`src/rtl/pong_input_pkg.sv`:
```
// Shared definitions for the serial keyboard input path: rx FSM states,
// key codes and the ASCII case-fold helper.
package pong_input_pkg;

  typedef enum logic [2:0] {
    RX_IDLE,
    RX_START,
    RX_DATA,
    RX_STOP,
    RX_BREAK
  } rx_state_e;

  localparam logic [7:0] KEY_P1_UP    = 8'h77;  // 'w'
  localparam logic [7:0] KEY_P1_DN    = 8'h73;  // 's'
  localparam logic [7:0] KEY_P2_UP    = 8'h69;  // 'i'
  localparam logic [7:0] KEY_P2_DN    = 8'h6B;  // 'k'
  localparam logic [7:0] KEY_START_SP = 8'h20;
  localparam logic [7:0] KEY_START_CR = 8'h0D;
  localparam logic [7:0] CASE_FOLD    = 8'h20;

  localparam int unsigned HOLD_W = 24;

  // Maps upper-case letters onto their lower-case code.
  function automatic logic [7:0] fold_case(input logic [7:0] b);
    return b | CASE_FOLD;
  endfunction

endpackage

```
`src/rtl/uart_ctrl_rx_if.sv`:
```
// Serial line in, decoded byte/key outputs out. err_cnt exists only when
// UART_ERR_COUNT_EN is defined.
interface uart_ctrl_rx_if;
  logic       uart_rx;
  logic [7:0] rx_data;
  logic       rx_valid;
  logic       frame_err;
  logic       p1_up;
  logic       p1_down;
  logic       p2_up;
  logic       p2_down;
  logic       start_trigger;
`ifdef UART_ERR_COUNT_EN
  logic [7:0] err_cnt;
`endif

  modport master (
`ifdef UART_ERR_COUNT_EN
    output err_cnt,
`endif
    input  uart_rx,
    output rx_data, rx_valid, frame_err,
    output p1_up, p1_down, p2_up, p2_down, start_trigger
  );

  modport slave (
`ifdef UART_ERR_COUNT_EN
    input  err_cnt,
`endif
    output uart_rx,
    input  rx_data, rx_valid, frame_err,
    input  p1_up, p1_down, p2_up, p2_down, start_trigger
  );
endinterface

```
`src/rtl/uart_rx_core.sv`:
```
// 8N1 UART receiver: 2-FF synchroniser, mid-bit sampling FSM, registered
// byte/valid/frame-error outputs.
module uart_rx_core
  import pong_input_pkg::*;
#(
  parameter int unsigned CLKS_PER_BIT = 434
) (
  input  logic       clk,
  input  logic       rst,
  input  logic       i_rx,
  output logic [7:0] o_data,
  output logic       o_valid,
  output logic       o_frame_err
);

  localparam int unsigned CNT_W = $clog2(CLKS_PER_BIT + 1);
  localparam logic [CNT_W-1:0] HALF_LAST = CNT_W'(CLKS_PER_BIT / 2 - 1);
  localparam logic [CNT_W-1:0] BIT_LAST  = CNT_W'(CLKS_PER_BIT - 1);

  logic [1:0]       r_sync;
  logic             w_rx_s;
  rx_state_e        r_state, w_state;
  logic [CNT_W-1:0] r_cnt, w_cnt;
  logic [2:0]       r_idx, w_idx;
  logic [7:0]       r_shift, w_shift;
  logic [7:0]       r_data, w_data;
  logic             r_valid, w_valid;
  logic             r_ferr, w_ferr;

  // Line idles high, so the synchroniser resets to 1 to avoid a false start.
  always_ff @(posedge clk or posedge rst) begin
    if (rst) r_sync <= 2'b11;
    else     r_sync <= {r_sync[0], i_rx};
  end
  assign w_rx_s = r_sync[1];

  always_ff @(posedge clk or posedge rst) begin
    if (rst) begin
      r_state <= RX_IDLE;
      r_cnt   <= '0;
      r_idx   <= '0;
      r_shift <= '0;
      r_data  <= '0;
      r_valid <= 1'b0;
      r_ferr  <= 1'b0;
    end else begin
      r_state <= w_state;
      r_cnt   <= w_cnt;
      r_idx   <= w_idx;
      r_shift <= w_shift;
      r_data  <= w_data;
      r_valid <= w_valid;
      r_ferr  <= w_ferr;
    end
  end

  always_comb begin
    w_state = r_state;
    w_cnt   = r_cnt;
    w_idx   = r_idx;
    w_shift = r_shift;
    w_data  = r_data;
    w_valid = 1'b0;
    w_ferr  = 1'b0;
    case (r_state)
      RX_IDLE: begin
        if (!w_rx_s) begin
          w_state = RX_START;
          w_cnt   = '0;
        end
      end
      // Half-bit resample rejects short glitches and centres later samples.
      RX_START: begin
        if (r_cnt == HALF_LAST) begin
          w_cnt   = '0;
          w_idx   = '0;
          w_state = w_rx_s ? RX_IDLE : RX_DATA;
        end else begin
          w_cnt = r_cnt + 1'b1;
        end
      end
      RX_DATA: begin
        if (r_cnt == BIT_LAST) begin
          w_cnt   = '0;
          w_shift = {w_rx_s, r_shift[7:1]};
          if (r_idx == 3'd7) w_state = RX_STOP;
          else               w_idx   = r_idx + 3'd1;
        end else begin
          w_cnt = r_cnt + 1'b1;
        end
      end
      RX_STOP: begin
        if (r_cnt == BIT_LAST) begin
          w_cnt = '0;
          if (w_rx_s) begin
            w_data  = r_shift;
            w_valid = 1'b1;
            w_state = RX_IDLE;
          end else begin
            w_ferr  = 1'b1;
            w_state = RX_BREAK;
          end
        end else begin
          w_cnt = r_cnt + 1'b1;
        end
      end
      RX_BREAK: begin
        if (w_rx_s) w_state = RX_IDLE;
      end
      default: w_state = RX_IDLE;
    endcase
  end

  assign o_data      = r_data;
  assign o_valid     = r_valid;
  assign o_frame_err = r_ferr;

endmodule

```
`src/rtl/uart_ctrl_rx.sv`:
```
// UART keystroke decoder: paddle hold levels with per-player timers and a
// start pulse. Define UART_ERR_COUNT_EN for a saturating frame-error count.
module uart_ctrl_rx
  import pong_input_pkg::*;
#(
  parameter int unsigned CLK_FREQ = 50_000_000,
  parameter int unsigned BAUD     = 115_200,
  parameter int unsigned HOLD_MS  = 100
) (
  input  logic           clk,
  input  logic           rst,
  uart_ctrl_rx_if.master bus
);

  localparam int unsigned CLKS_PER_BIT = CLK_FREQ / BAUD;
  localparam int unsigned HOLD_CYCLES  = CLK_FREQ / 1000 * HOLD_MS;
  localparam logic [HOLD_W-1:0] HOLD_LOAD = HOLD_W'(HOLD_CYCLES);

  logic [7:0]        w_rx_data;
  logic              w_rx_valid;
  logic              w_frame_err;
  logic [7:0]        w_key;
  logic [1:0]        w_hit;
  logic [1:0]        w_hit_up;
  logic              w_start;
  logic [1:0]        r_up;
  logic [1:0]        r_dn;
  logic [HOLD_W-1:0] r_tmr [2];
  logic              r_start;

  uart_rx_core #(
    .CLKS_PER_BIT(CLKS_PER_BIT)
  ) u_core (
    .clk        (clk),
    .rst        (rst),
    .i_rx       (bus.uart_rx),
    .o_data     (w_rx_data),
    .o_valid    (w_rx_valid),
    .o_frame_err(w_frame_err)
  );

  // Index 0 is player 1, index 1 is player 2.
  assign w_key       = fold_case(w_rx_data);
  assign w_hit[0]    = w_rx_valid && (w_key == KEY_P1_UP || w_key == KEY_P1_DN);
  assign w_hit_up[0] = (w_key == KEY_P1_UP);
  assign w_hit[1]    = w_rx_valid && (w_key == KEY_P2_UP || w_key == KEY_P2_DN);
  assign w_hit_up[1] = (w_key == KEY_P2_UP);
  assign w_start     = w_rx_valid &&
                       (w_rx_data == KEY_START_SP || w_rx_data == KEY_START_CR);

  // A reload takes priority over the timer expiring in the same cycle.
  always_ff @(posedge clk or posedge rst) begin
    if (rst) begin
      r_up    <= '0;
      r_dn    <= '0;
      r_start <= 1'b0;
      for (int p = 0; p < 2; p++) r_tmr[p] <= '0;
    end else begin
      r_start <= w_start;
      for (int p = 0; p < 2; p++) begin
        if (w_hit[p]) begin
          r_tmr[p] <= HOLD_LOAD;
          r_up[p]  <= w_hit_up[p];
          r_dn[p]  <= !w_hit_up[p];
        end else if (r_tmr[p] != '0) begin
          r_tmr[p] <= r_tmr[p] - 1'b1;
          if (r_tmr[p] == HOLD_W'(1)) begin
            r_up[p] <= 1'b0;
            r_dn[p] <= 1'b0;
          end
        end
      end
    end
  end

`ifdef UART_ERR_COUNT_EN
  logic [7:0] r_err_cnt;

  always_ff @(posedge clk or posedge rst) begin
    if (rst)                                    r_err_cnt <= '0;
    else if (w_frame_err && r_err_cnt != 8'hFF) r_err_cnt <= r_err_cnt + 8'd1;
  end

  assign bus.err_cnt = r_err_cnt;
`endif

  assign bus.rx_data       = w_rx_data;
  assign bus.rx_valid      = w_rx_valid;
  assign bus.frame_err     = w_frame_err;
  assign bus.p1_up         = r_up[0];
  assign bus.p1_down       = r_dn[0];
  assign bus.p2_up         = r_up[1];
  assign bus.p2_down       = r_dn[1];
  assign bus.start_trigger = r_start;

endmodule

```
`src/flat_wrapper.sv`:
```
// flat-port wrapper written by rule: the top's interface ports become plain ports
module uart_ctrl_rx_flat import pong_input_pkg::*;
#(
  parameter int unsigned CLK_FREQ = 50_000_000,
  parameter int unsigned BAUD     = 115_200,
  parameter int unsigned HOLD_MS  = 100
)
  (clk, rst, bus_uart_rx, bus_rx_data, bus_rx_valid, bus_frame_err, bus_p1_up, bus_p1_down, bus_p2_up, bus_p2_down, bus_start_trigger);
  uart_ctrl_rx_if bus_i ();
  input  logic clk;
  input  logic rst;
  input wire logic [$bits(bus_i.uart_rx)-1:0] bus_uart_rx;
  output wire logic [$bits(bus_i.rx_data)-1:0] bus_rx_data;
  output wire logic [$bits(bus_i.rx_valid)-1:0] bus_rx_valid;
  output wire logic [$bits(bus_i.frame_err)-1:0] bus_frame_err;
  output wire logic [$bits(bus_i.p1_up)-1:0] bus_p1_up;
  output wire logic [$bits(bus_i.p1_down)-1:0] bus_p1_down;
  output wire logic [$bits(bus_i.p2_up)-1:0] bus_p2_up;
  output wire logic [$bits(bus_i.p2_down)-1:0] bus_p2_down;
  output wire logic [$bits(bus_i.start_trigger)-1:0] bus_start_trigger;
  assign bus_i.uart_rx = bus_uart_rx;
  assign bus_rx_data = bus_i.rx_data;
  assign bus_rx_valid = bus_i.rx_valid;
  assign bus_frame_err = bus_i.frame_err;
  assign bus_p1_up = bus_i.p1_up;
  assign bus_p1_down = bus_i.p1_down;
  assign bus_p2_up = bus_i.p2_up;
  assign bus_p2_down = bus_i.p2_down;
  assign bus_start_trigger = bus_i.start_trigger;
  uart_ctrl_rx #(.CLK_FREQ(CLK_FREQ), .BAUD(BAUD), .HOLD_MS(HOLD_MS)) u_core (.clk(clk), .rst(rst), .bus(bus_i));
endmodule
```
`config.mk`:
```
export PLATFORM = sky130hd
export DESIGN_NAME = uart_ctrl_rx_flat
export DESIGN_NICKNAME = d
export VERILOG_FILES = /design/src/rtl/pong_input_pkg.sv /design/src/rtl/uart_ctrl_rx_if.sv /design/src/rtl/uart_rx_core.sv /design/src/rtl/uart_ctrl_rx.sv /design/src/flat_wrapper.sv
export SDC_FILE = /design/constraint.sdc
export NUM_CORES = 1
export LEC_CHECK = 0
export ABC_CLOCK_PERIOD_IN_PS = 3760
export CORE_MARGIN = 2
export CORE_UTILIZATION = 35
export CTS_CLUSTER_SIZE = 40
export DETAILED_ROUTE_END_ITERATION = 8
export PLACE_DENSITY = 0.62
export SYNTH_ARGS = -nofsm -noshare
export SYNTH_HDL_FRONTEND = slang
export SYNTH_SLANG_ARGS = --single-unit
```
`constraint.sdc`:
```
create_clock -name clk -period 3.76 [get_ports clk]
set_input_delay 0.752 -clock clk [delete_from_list [all_inputs] [get_ports clk]]
set_output_delay 0.752 -clock clk [all_outputs]
set_load 0.03 [all_outputs]
```
; Yosys cells after proc, flatten, opt, wreduce, memory -nomap -nowiden
; Cells that the tools add are included.
[word_totals]
reg_bits = 88
input_bits = 3
out_inout_bits = 15
wordCells = 101
[op_classes]
n_addsub = 4
n_eq_ne = 22
mux = 35
n_reduce_logical = 25
[ops]
columns = op, n
row1 = two-way mux 24 bit, 4
row2 = "equality test 24 x 1 -> 1 bit, second input constant", 2
row3 = nonzero test 24 bit, 2
row4 = "subtractor 24 x 1 -> 24 bit, second input constant", 2
row5 = two-way mux 3 bit, 10
row6 = "equality test 7 x 6 -> 1 bit, second input constant", 4
row7 = two-way mux 9 bit, 3
row8 = one-hot mux 9 bit (3 select lines), 1
row9 = one-hot mux 3 bit (5 select lines), 1
row10 = two-way mux 1 bit, 14
row11 = "!= test 2 bit, second input constant", 7
row12 = nonzero test 2 bit, 5
row13 = "adder 9 x 1 -> 9 bit, second input constant", 1
row14 = "equality test 9 x 8 -> 1 bit, second input constant", 1
row15 = "equality test 9 bit, second input constant", 1
row16 = "equality test 8 x 4 -> 1 bit, second input constant", 1
row17 = "equality test 8 x 6 -> 1 bit, second input constant", 1
row18 = AND reduction 2 bit, 4
row19 = "equality test 3 x 2 -> 1 bit, second input constant", 2
row20 = "equality test 3 bit, second input constant", 2
row21 = one-hot mux 3 bit (2 select lines), 1
row22 = AND reduction 6 bit, 1
row23 = AND reduction 4 bit, 1
row24 = "adder 3 x 1 -> 3 bit, second input constant", 1
row25 = other kinds (9), 14

; Logic depth before layout (Yosys ltp)
; Gate-level depths: netlist of run 1.
[logic_depth]
depth_word = 5
ltp_mapped = 8
mapped_depth_nobuf = 7

; Cells and area by module
; Synthesis of run 1 repeated with hierarchy kept, for this count alone.
[hier_totals]
cells_unflattened = 460
area_unflattened_um2 = 4590.7
[by_module_without_submodules]
columns = mod, n_inst, cells_each, area_each_um2
row1 = uart_ctrl_rx, 1, 316, 2939.1
row2 = uart_rx_core, 1, 144, 1651.6

; Least setup slack after synthesis of run 1
; No wires, ideal clock.
[synth_path]
path_kind = reg2reg
from = register u_core.r_tmr[39] (netlist name)
to = register u_core.r_tmr[38] (netlist name)
t_arrival_ps = 2055
slack_ps = 1571
stages_incl_launch_ff = 7
n_path_buf = 1
synth_period_minus_slack_ps = 2189
path_cell_list = dfrtp_1 or4_4 or4_4 clkbuf_1 o2111ai_1 xor2_1 nand2_1
[synth_between]
elab_chain_len = 2
[synth_rtl]
columns = item, line
row1 = "start, declared", uart_ctrl_rx.sv:28  ; logic [HOLD_W-1:0] r_tmr [2];
row2 = "start signal, assigned by index", uart_ctrl_rx.sv:66  ; r_tmr[p] <= r_tmr[p] - 1'b1;
row3 = nonzero test 24 bit, uart_ctrl_rx.sv:65  ; end else if (r_tmr[p] != '0) begin
row4 = nonzero test 2 bit (no line), --
; Every way passes these cells.
; A chain may end at the register's enable or synchronous reset.

; Worst setup path in the final report of run 1
[layout_path]
from = register u_core.r_tmr[40] (netlist name)
to = register u_core.r_tmr[40] (netlist name)
[layout_between]
elab_chain_len = 3
word_cells_on_any_way = 5
[layout_rtl]
columns = item, line
row1 = subtractor 24 x 1 -> 24 bit, uart_ctrl_rx.sv:66
row2 = two-way mux 24 bit, uart_ctrl_rx.sv:65
row3 = two-way mux 24 bit, uart_ctrl_rx.sv:61  ; if (w_hit[p]) begin
; Parallel ways exist; a longest one is shown, timed or not. The select of a mux whose other input is x is not followed.

==> results.txt, run 1 <==
The run finished with clean final reports. Timing would allow up to 393 MHz. The final non-filler cell total came out at 640. The instance area at placement came out at 4830 µm².

The count of pins over their slew limit came out at 0. The synthesized netlist net count came out at 465. The total of max-cap violations came out at 0. Dividing the detail-routed wire length by the instance count gives 14.2 µm. The starting utilization of the core area came out at 35.8%.

The count of instances resized after the clock tree is built is 0. The worst slew margin relative to its limit came out at 18.8%. The final clock period utilization by the worst path is 67.7%. The number of enable-type register cells in the synthesized netlist is 0. On the final layout, the worst clock skew is 0.00764 ns. The die outline area is 13800 µm². The fraction of layout instances using a drive strength above 1 is 9.62%.

The library cells used most frequently in the layout, excluding fill and tap cells, are sky130_fd_sc_hd__dfrtp_1, sky130_fd_sc_hd__nor2_1, sky130_fd_sc_hd__nand2_1, sky130_fd_sc_hd__xor2_1, sky130_fd_sc_hd__nor4_1. The overall fraction of global-route tracks in use came out at 14.3%. The number of nets with antenna violations after routing is 0.

TritonCTS created 9 clock buffers. The routability-driven placement congestion ratio came out at 0.853. The area growth from synthesis to layout is 14.2%. TritonCTS built the clock tree. The final hold slack came out at 0.359 ns. The cell row count is 41. Setup repair after global routing left no endpoint under its margin.

The number of sinks handled by clock tree synthesis came out at 88. The chip height came out at 117 µm. The final number of hold-violating endpoints came out at 0.

Counting the fill cells in the layout gives 1235. The number of global-route vias before repair is 3338. The CTS clock-pin slew for the worst setup and hold paths came out at 0.06 ns. Among all flip-flop cells after synthesis, the most frequent one is sky130_fd_sc_hd__dfrtp_1. The library cell used most frequently in the layout, excluding fill and tap cells, is sky130_fd_sc_hd__dfrtp_1.

The most area-hungry cell type in the Yosys netlist is sky130_fd_sc_hd__dfrtp_1. The total power per unit cell area came out at 367 nW/µm². The number of setup buffers added after CTS came out at 0.

The minimum clock period after layout came out at 2.55 ns. The kind of end point of the critical path is a flip-flop. The overflow left after global routing came out at 0.

The floorplan step defined a core boundary enclosing 12600 µm². The tree is rooted in a sky130_fd_sc_hd__clkbuf_16. The number of nets in the finished design came out at 477.

The maximum count of clock buffers along a single path came out at 2. The share of the synthesized area in the top cell type came out at 47.8%. The number of antenna diodes in the final layout is 0. The number of H-tree branching levels came out at 3. The clock network latency to the later pin of the worst-skew pair is 0.34 ns. The sequential area share after synthesis came out at 49.0%. The actual slew at the worst max-slew pin is 1.21 ns. The share of flip-flops with an asynchronous set or reset came out at 100%.

After clock tree synthesis, the flow added hold-fix buffers numbering 0. Setup violations remaining at the end of the flow were counted as 0. The total negative setup slack is 0 ns. In the routed layout, each cell is associated on average with a via count of 5.29. The worst vdd rail ir drop is 0.000259 V.

The via count is 3387. Sorting the synthesized cells by area gives the leading types as sky130_fd_sc_hd__dfrtp_1, sky130_fd_sc_hd__xor2_1, sky130_fd_sc_hd__nor2_1. The mapped netlist covers 4500 µm². After synthesis, the netlist uses 51 different library cells.

The data arrival at the endpoint of the critical path is 2.71 ns. The worst endpoint required time came out at 3.93 ns. The length of the first detailed-routing pass in iterations is 4. For this run, the number of Yosys warnings is 0.

The total wire length came out at 9110 µm. Entering global routing, the biggest net connects 34 pins. After routing the design area is 5140 µm². Synthesis produced 451 cells. The wire length of the first global-routing pass came out at 16300 µm.

The register bit count reported by yosys is 88. The tightest min-delay check is of the flip-flop to flip-flop type. The first routing iteration left 231 violations. The average cell area after synthesis is 9.98 µm². The count of pins on the block boundary came out at 18. Including well taps, the total number of placed cells is 624. The residual DRC count is 0.

The reported leakage power is 2.44 nW. The maximum fanout along the worst path is 15. The width of the die is 117 µm.

The number of antenna violations at the first check in global routing came to 0. The quantity of I/O buffers inserted on ports came out at 17. By startpoint and endpoint, the worst setup path is classified as flip-flop to flip-flop. STA classifies the critical path startpoint as a flip-flop. The detailed-placement wirelength estimate is 6260 µm.
-- critical path: stages, from the launching register on --
cell and delay, ns:
sky130_fd_sc_hd__dfrtp_1 0.39, sky130_fd_sc_hd__or4_4 0.54, sky130_fd_sc_hd__or4_4 0.60, sky130_fd_sc_hd__o31ai_4 0.57
sky130_fd_sc_hd__or4_1 0.21, sky130_fd_sc_hd__a21oi_1 0.06
-- Yosys cell counts, drive strengths merged, types with 5 or more instances --
| master | n |
|---|---|
| dfrtp | 86 |
| nor2 | 53 |
| nand2 | 33 |
| xor2 | 24 |
| o21ai | 22 |
| nor4 | 21 |
| mux2 | 17 |
| clkbuf | 16 |
| or4 | 16 |
| a21oi | 15 |
| nand3 | 15 |
| inv | 12 |
| nor3 | 12 |
| xnor2 | 12 |
| ha | 11 |
| or3 | 10 |
| nand4 | 9 |
| and3 | 7 |
| o31ai | 7 |
| nor4b | 5 |
-- cell type report --
class                      count  area, µm²  area share (%)
clock buffer                  12        256            4.99
inverter                      12       46.3           0.900
tap                          172        215            4.18
timing repair buffer          19        185            3.60
clock inverter                 4       51.3           0.998
multi-input combinational    333       2180            42.5
sequential                    88       2200            42.9
-- registers in the layout, summed over array words and instances (netlist names), 2 cells and up --
register and flops:
u_core.u_core.r_idx 3, u_core.r_up 2, u_core.u_core.r_shift 8, u_core.u_core.o_data 8, u_core.r_tmr 48, u_core.u_core.r_sync 2
u_core.r_dn 2, u_core.u_core.r_cnt 9, u_core.u_core.r_state 3
-- final timing paths --
kind | from | slack, ns | cells after the start | endpoint
max | u_core.r_tmr[40] | 1.21 | 5 | u_core.r_tmr[40]
min | u_core.u_core.r_sync[0] | 0.36 | 0 | u_core.u_core.r_sync[1]
max reg2reg | u_core.r_tmr[40] | 1.21 | 5 | u_core.r_tmr[40]
min reg2reg | u_core.u_core.r_sync[0] | 0.36 | 0 | u_core.u_core.r_sync[1]
max in group asynchronous | rst | 2.20 | 3 | u_core.r_tmr[15]
min in group asynchronous | rst | 0.76 | 2 | u_core.r_tmr[38]
-- through the flow --
| stage | power, W | util [%] | worst slack (ns) |
|---|---|---|---|
| after floorplan | 0.000982 | - | 0.733 |
| after detailed placement | 0.000992 | 38.5 | 1.21 |
| after global routing | 0.00196 | 40.9 | 0.996 |
| after global placement | 0.000991 | 38.5 | 1.27 |
| after CTS | 0.00191 | 40.9 | 1.20 |
| final | 0.00189 | 40.9 | 1.21 |
-- logic make-up (layout without fill, tap and decap cells) --
family / count (synthesis) / in the layout / synth area share, %
xor+xnor: 36 / 36 / 7.00
fa+ha+maj: 11 / 11 / 3.06
flops: 88 / 88 / 49.0
compound gates: 62 / 62 / 8.67
buf+inv: 30 / 47 / 2.67
simple gates: 203 / 203 / 24.5
mux: 21 / 21 / 5.14
-- report_power, final --
group	internal (W)	total (W)	switching [W]
clock	0.000553	0.000915	0.000363
sequential	0.000949	0.000950	0.00000119
combinational	0.00000360	0.0000223	0.0000187
total	0.00150	0.00189	0.000382
-- routing by layer --
| metal | track usage, % | wire (µm) | up-vias |
|---|---|---|---|
| met2 | 21.8 | 4180 | 53 |
| met4 | 6.40 | 208 | 0 |
| met1 | 19.9 | 4450 | 1666 |
| li1 | - | - | 1654 |
| met3 | 2.43 | 276 | 14 |
| met5 | 0 | 0 | - |
Power figures use the tool's default switching activity.
==> run 2, diff against run 1 <==
--- a/config.mk
+++ b/config.mk
@@ -5,7 +5,7 @@
 export SDC_FILE = /design/constraint.sdc
 export NUM_CORES = 1
 export LEC_CHECK = 0
-export ABC_CLOCK_PERIOD_IN_PS = 3760
+export ABC_CLOCK_PERIOD_IN_PS = 2500
 export CORE_MARGIN = 2
 export CORE_UTILIZATION = 35
 export CTS_CLUSTER_SIZE = 40
==> constraint.sdc (replaced) <==
create_clock -name clk -period 2.5 [get_ports clk]
set_input_delay 0.5 -clock clk [delete_from_list [all_inputs] [get_ports clk]]
set_output_delay 0.5 -clock clk [all_outputs]
set_load 0.03 [all_outputs]
==> run 2 against run 1 <==
Compared with the run above: routed wire length increased by 2.3%; count of clock-buffer cells in the layout decreased by 2; largest power group is now the clock network; critical path depth increased by 1; via count increased by 1.0%; register-to-register slack got worse by 1.1 ns; worst hold slack got worse by 0.00088 ns; clock power increased by 72%; non-clock buffer count increased by 12; first-iteration DRC count decreased by 41%; power increased by 61%.
==> results.txt, run 2 (synthesis results as in run 1) <==
The final number of hold-violating endpoints is 0. For this run, design rule violations remaining after detail routing come to 0. The overall fraction of global-route tracks in use came out at 14.4%.

The final clock period utilization by the worst path came out at 93.7%. The detail route stage leaves a number of antenna-violating nets equal to 0. The reported leakage power came out at 2.52 nW. CTS placed an instance of sky130_fd_sc_hd__clkbuf_16 at the clock tree root. The path depth of the worst reg2reg path came out at 6. The quantity of I/O buffers inserted on ports is 17.

The count of pins on the block boundary is 18. The final core utilization is 42.2%. The classification of the worst-slack hold path is flip-flop to flip-flop. u_core.r_tmr holds more flip-flops than any other register. The floorplan step set the die width to 117 µm. Clock-pin slew was measured on the worst setup and hold paths at 0.07 ns. Setup slack on the worst reg-to-reg path comes out at 0.16 ns. The total negative setup slack came out at 0 ns. The violation count after the first detailed-route iteration is 137. In the layout the commonest cells are sky130_fd_sc_hd__dfrtp_1, sky130_fd_sc_hd__nor2_1, sky130_fd_sc_hd__nand2_1, sky130_fd_sc_hd__xor2_1, sky130_fd_sc_hd__nor4_1. The number of CTS-inserted buffers is 9. The number of setup buffers added after CTS came out at 0. For hold timing, the worst endpoint is u_core.u_core.r_sync[1].

The routed via count divided by cell count is 5.25. The minimum clock period after layout is 2.34 ns. The number of antenna diodes in the final layout is 0.

The achievable clock frequency is 427 MHz. The clock arrives with 0.00986 ns of skew. STA classifies the critical path endpoint as a flip-flop. The worst reg2reg path startpoint is u_core.r_tmr[39]. Across the VDD grid, the largest voltage drop is 0.000394 V. Before antenna repair, the detailed router went through 4 iterations. The largest net degree at the start of global routing is 45. The leading cell type in the layout, fill and taps excluded is sky130_fd_sc_hd__dfrtp_1. The via count is 3421. Setup repair after global routing left no endpoint under its margin. The wire length of the first global-routing pass is 16300 µm.

The clock tree from TritonCTS is built. The run finished with clean final reports. The detailed-placement wirelength estimate is 6380 µm.

The routed design has 9320 µm of wire. The instance count along the most critical hold path is 0. By startpoint and endpoint, the worst setup path is classified as flip-flop to flip-flop. The number of nets in the finished design is 489.

The worst register-to-register path ends at u_core.r_tmr[42]. The number of global-route vias before repair is 3277. The starting utilization of the core area came out at 35.8%.

The count of pins over their slew limit came out at 0. STA classifies the critical path startpoint as a flip-flop. Clock tree synthesis found a total of 88 sinks. The post-route netlist has 11.9% of its cells at a drive strength greater than 1.

The worst pin sits at a relative slew slack of 62.1%. CTS built an H-tree with a depth of 3. The startpoint identified for the worst hold timing path is u_core.u_core.r_sync[0].

The count of instances resized after the clock tree is built is 0. The chip height came out at 117 µm. Max-cap violations in this run came to 0. The largest registers in the layout are u_core.r_tmr (48), u_core.u_core.r_cnt (9). Setup violations remaining at the end of the flow were counted as 0. After floorplanning, the core was sized to cover 12600 µm². The overflow left after global routing came out at 0. The total power per unit cell area came out at 572 nW/µm². The actual slew at the worst max-slew pin is 0.565 ns. Hold repair after CTS inserted 0 buffers.

The die outline area came out at 13800 µm². The routability-driven placement congestion ratio came out at 0.804. The layout overhead on the synthesized area came out at 17.9%. The maximum count of clock buffers along a single path came out at 2. Dividing the detail-routed wire length by the instance count gives 14.3 µm. The number of flip-flops under the largest register name came out at 48. The maximum fanout along the worst path is 15. At the later pin of the worst-skew pair, clock insertion delay measures 0.35 ns. The worst endpoint required time is 2.70 ns.

The data arrival at the endpoint of the critical path is 2.54 ns. The number of antenna violations at the first check in global routing was 0. In this run the core area contains 41 standard-cell rows.
==> run 2: cell types whose count changed in the layout (fill, tap and decap cells not counted), sizes merged <==
cell	change
clkbuf	-2
bufinv	+2
buf	+12
==> run 2: critical path, cell delays in order (launching register included) <==
cell and delay, ns:
sky130_fd_sc_hd__dfrtp_1 0.41, sky130_fd_sc_hd__or4_4 0.53, sky130_fd_sc_hd__or4_4 0.60, sky130_fd_sc_hd__o31ai_4 0.29, sky130_fd_sc_hd__buf_12 0.17, sky130_fd_sc_hd__or4_1 0.11, sky130_fd_sc_hd__nand3_1 0.07
==> run 2: routing by layer <==
| layer | vias up | track usage, % | share of wire [%] |
|---|---|---|---|
| li1 | 1684 | - | - |
| met1 | 1661 | 20.6 | 51 |
| met2 | 60 | 21.4 | 44 |
| met3 | 16 | 2.58 | 3.5 |
| met4 | 0 | 6.10 | 1.9 |
| met5 | - | 0 | 0 |
==> run 2: worst max-delay path by stage <==
stage	startpoint	end	slack [ns]	cells after the start
CTS	u_core.r_tmr[39]	u_core.r_tmr[42]	0.17	6
floorplan	u_core.r_tmr[39]	u_core.r_tmr[38]	0.31	6
finish	u_core.r_tmr[39]	u_core.r_tmr[42]	0.16	6
global placement	u_core.r_tmr[40]	u_core.r_tmr[46]	0.21	6
detailed placement	u_core.r_tmr[39]	u_core.r_tmr[46]	0.18	6
global route	u_core.r_tmr[39]	u_core.r_tmr[35]	0.008	5
==> run 2: layout make-up <==
| type | instances | area, µm² |
|---|---|---|
| inverters | 12 | 48.8 |
| fillers | 1197 | 7260 |
| clock buffers | 10 | 229 |
| repair buffers | 31 | 313 |
| flip-flops and latches | 88 | 2200 |
| multi-input cells | 333 | 2180 |
| well taps | 172 | 215 |
| clock inverters | 6 | 116 |
==> run 2: through the flow <==
stage	setup slack [ns]	hold slack [ns]	total power, W	cells	cell area (µm²)
after floorplan	0.311	0.345	0.00148	451	4510
after global placement	0.212	0.347	0.00150	636	4960
after detailed placement	0.182	0.352	0.00150	636	4960
after CTS	0.166	0.362	0.00307	652	5310
after global routing	0.00820	0.362	0.00313	652	5310
final	0.157	0.358	0.00304	652	5310
==> run 2: power breakdown <==
group	switching, W	leakage (nW)	internal (W)	total, W
combinational	0.0000298	1.15	0.00000986	0.0000396
sequential	0.00000174	1.21	0.00143	0.00143
clock	0.000583	0.167	0.000984	0.00157
==> run 3, diff against run 2 <==
--- a/config.mk
+++ b/config.mk
@@ -5,12 +5,13 @@
 export SDC_FILE = /design/constraint.sdc
 export NUM_CORES = 1
 export LEC_CHECK = 0
+export ABC_AREA = 1
 export ABC_CLOCK_PERIOD_IN_PS = 2500
 export CORE_MARGIN = 2
 export CORE_UTILIZATION = 35
 export CTS_CLUSTER_SIZE = 40
 export DETAILED_ROUTE_END_ITERATION = 8
-export PLACE_DENSITY = 0.62
+export PLACE_DENSITY = 0.61
 export SYNTH_ARGS = -nofsm -noshare
 export SYNTH_HDL_FRONTEND = slang
 export SYNTH_SLANG_ARGS = --single-unit
==> run 3 against run 2 <==
Compared with the run above: sequential cell count is the same; register-to-register slack gained 0.55 ns; combinational power shrank 5.3%; routed wire length grew 22%; non-clock buffer count shrank 10; maximum frequency grew 17%; synthesized cell count grew 53%; core utilization shrank 2.3 points; global-route usage grew 0.67 points; power shrank 9.0%; clock power shrank 17%; clock skew shrank 0.00078 ns; largest power group is now sequential cells; highest routed layer unchanged.
==> results.txt, run 3 <==
The flow ran to the end, and the final reports show no timing, DRC or antenna violations. The uppermost signal routing layer after detailed routing is met4. The min-delay analysis places its worst path in the category flip-flop to flip-flop. The clock tree from TritonCTS is built. The multi-input combinational cell area is 2720 µm². The netlist uses 40 different library cells. The worst vdd rail ir drop is 0.000228 V. The wire length on met3 came out at 367 µm. The number of nets in the finished design came out at 728. The worst slew margin relative to its limit came out at 68.3%. The number of nets with antenna violations after routing came out at 0.

The routed via count divided by cell count came out at 4.78. The initial utilization of the core area, before any placement, comes to 35.4%. The total of max-cap violations came out at 0. The achievable clock frequency is 498 MHz. The total of warnings raised by yosys came out at 0. Setup violations remaining at the end of the flow were counted as 0. The routed design has 11300 µm of wire.

For the pin with the worst max-slew slack, the measured transition is 0.473 ns. On the critical path the largest part of the delay comes from buffers and inverters. By instance count, the leading cell after synthesis is sky130_fd_sc_hd__nand2_1. The count of instances resized after the clock tree is built is 0. For this run, the leading register cell type out of synthesis is sky130_fd_sc_hd__dfrtp_1. The routed design uses 5250 µm of met2 wire. The leading cell type in the layout, fill and taps excluded is sky130_fd_sc_hd__nand2_1. The cell-internal power came out at 0.00212 W. In the layout the commonest cells are sky130_fd_sc_hd__nand2_1, sky130_fd_sc_hd__nor2_1, sky130_fd_sc_hd__dfrtp_1, sky130_fd_sc_hd__inv_1, sky130_fd_sc_hd__nand3_1. The CTS clock-pin slew for the worst setup and hold paths is 0.07 ns. Setup repair after global routing left no endpoint under its margin.

The violation count after the first detailed-route iteration is 167. The share of the synthesized area in the top cell type came out at 40.4%. Synthesis produced 690 cells. The kind of critical path is flip-flop to primary output.

The number of antenna violations at the first check in global routing came out at 0. When the netlist entered floorplanning its net count stood at 704. The overflow left after global routing is 0. The worst setup path is captured at a primary output.

The antenna diode instance count is 0. The clock network latency to the later pin of the worst-skew pair came out at 0.35 ns. The clock group share of total power is 46.9%. STA classifies the critical path startpoint as a flip-flop. In this run the clock root is driven by a sky130_fd_sc_hd__clkbuf_16. Entering global routing, the biggest net connects 66 pins.

The met1 wire length came out at 5540 µm. Counting flops with an async set or reset pin after synthesis yields a share of 100%. The data arrival at the endpoint of the critical path is 1.51 ns.

The critical path goes through clkdlybuf4s50_1. Across the routed clock network, the largest skew measured is 0.00908 ns. Sorting the synthesized cells by area gives the leading types as sky130_fd_sc_hd__dfrtp_1, sky130_fd_sc_hd__nand2_1, sky130_fd_sc_hd__nor2_1.

Ranked by flip-flop count, first place goes to u_core.r_tmr. The die outline area is 16200 µm². The first global-routing pass estimated 19600 µm of wire. The final clock period utilization by the worst path is 80.4%. The maximum single-stage delay on the critical path came out at 0.72 ns. The quantity of I/O buffers inserted on ports came out at 17. The register bit count reported by yosys came out at 88. The netlist area before placement came out at 5330 µm².

Compared with the post-synthesis result, the final layout area differs by 12.6%. Adding up every negative setup slack in the final design gives 0 ns. During I/O placement, the number of pins put on the boundary was 18. The overall fraction of global-route tracks in use came out at 15.0%. The filler cells instantiated in the layout total 1505.

The number of hold buffers added after CTS was 0. The final number of hold-violating endpoints came out at 0. Row generation in the floorplan step produced 45 rows. The register with the most flip-flops in the layout has 48 of them. The count of buffer and inverter cells on the critical path is 1. In this run the vertical extent of the chip is 127 µm. The count of placed standard cells including taps is 891. Counting I/O delays and the setup requirement, the final critical path takes 2.01 ns.

For this design the total switching power over the nets is 0.000641 W. The placeable core region is 15000 µm². Along the worst path, the maximum fanout reaches 5. The average cell area after synthesis came out at 7.72 µm². The number of setup buffers added after CTS is 0. The number of H-tree branching levels came out at 3.

The length of the first detailed-routing pass in iterations is 5. The wire length per cell after detailed routing came out at 12.5 µm. The synthesized design contains 0 enable-type register cells. The sequential area share after synthesis is 41.4%. The net switching share of the total power came out at 23.2%. The worst endpoint required time is 2.00 ns. The finished layout holds 907 standard cells, fillers aside.

By count the netlist is led by sky130_fd_sc_hd__nand2_1, sky130_fd_sc_hd__nor2_1, sky130_fd_sc_hd__dfrtp_1. The fraction of layout instances using a drive strength above 1 came out at 14.9%. The residual DRC count is 0.

The maximum count of clock buffers along a single path came out at 2. The width of the die is 127 µm. The final total power is 0.00276 W. The proportion of power drawn by flip-flops and latches is 51.7%. The number of global-route vias before repair is 4145. Registers take 2200 µm². The most area-hungry cell type in the Yosys netlist is sky130_fd_sc_hd__dfrtp_1. The share of power burned in combinational logic is 1.4%.

The slowest stage of the critical path belongs to the cell sky130_fd_sc_hd__clkdlybuf4s50_1. The number of CTS-inserted buffers came out at 9. The reported leakage power came out at 3.23 nW. The worst reg-to-reg setup slack came out at 0.71 ns. The total power per unit cell area came out at 460 nW/µm². The clock net in this run drives a total of 88 sinks. In the final layout, the registers with the most flip-flops are u_core.r_tmr (48), u_core.u_core.r_cnt (9).

At the end of routability-driven placement, the weighted congestion stood at 0.843. For this block, the via count after detailed routing is 4338. The count of pins over their slew limit came out at 0. The detailed-placement wirelength estimate came out at 8520 µm.
run 3: final timing paths:
check,startpoint,end,cells past startpoint
setup reg to reg,u_core.r_tmr[0],u_core.r_tmr[9],9
hold reg to reg,u_core.u_core.r_sync[0],u_core.u_core.r_sync[1],0
max in group asynchronous,rst,u_core.u_core.r_sync[0],3
hold / removal,u_core.u_core.r_sync[0],u_core.u_core.r_sync[1],0
min in group asynchronous,rst,u_core.r_tmr[29],2
setup / recovery,u_core.u_core.o_data[2],bus_rx_data[2],1
run 3: power by group through the flow:
stage | Clock [W] | Combinational, W | Sequential [W]
final | 0.00130 | 0.0000375 | 0.00143
after CTS | 0.00134 | 0.0000404 | 0.00143
after global placement | 0 | 0.0000403 | 0.00146
after floorplan | 0 | 0.0000222 | 0.00146
after global routing | 0.00140 | 0.0000453 | 0.00143
after detailed placement | 0 | 0.0000405 | 0.00146
run 3: cells by family (layout without fill, tap and decap cells):
logic type | after synthesis | after routing | share of synthesized area (%)
AO/OA/AOI/OAI | 67 | 67 | 7.94
XOR/XNOR | 4 | 4 | 0.657
adder cells (fa/ha/maj) | 11 | 11 | 2.58
buffers and inverters | 99 | 128 | 7.58
flip-flops | 88 | 88 | 41.4
AND/OR/NAND/NOR | 421 | 421 | 39.9
run 3: cell type report:
cell class,instances,area share (%)
timing repair buffer,21,3.54
tap,188,3.92
clock buffer,10,3.82
inverter,91,5.78
sequential,88,36.7
multi-input combinational,503,45.3
clock inverter,6,0.876
run 3: stage by stage:
step | area, µm² | setup WS (ns) | util (%) | hold slack, ns
after global placement | 5720 | 0.753 | 38.0 | 0.346
after floorplan | 5330 | 0.980 | - | 0.345
after detailed placement | 5720 | 0.706 | 38.0 | 0.349
final | 6000 | 0.491 | 39.9 | 0.358
after global routing | 6000 | 0.447 | 39.9 | 0.365
after CTS | 6000 | 0.470 | 39.9 | 0.360
run 3: metal layers:
metal / global-route usage [%] / up-vias
li1: - / 2266
met1: 20.6 / 2011
met2: 24.2 / 48
met3: 2.09 / 13
met4: 6.01 / 0
met5: 0 / -
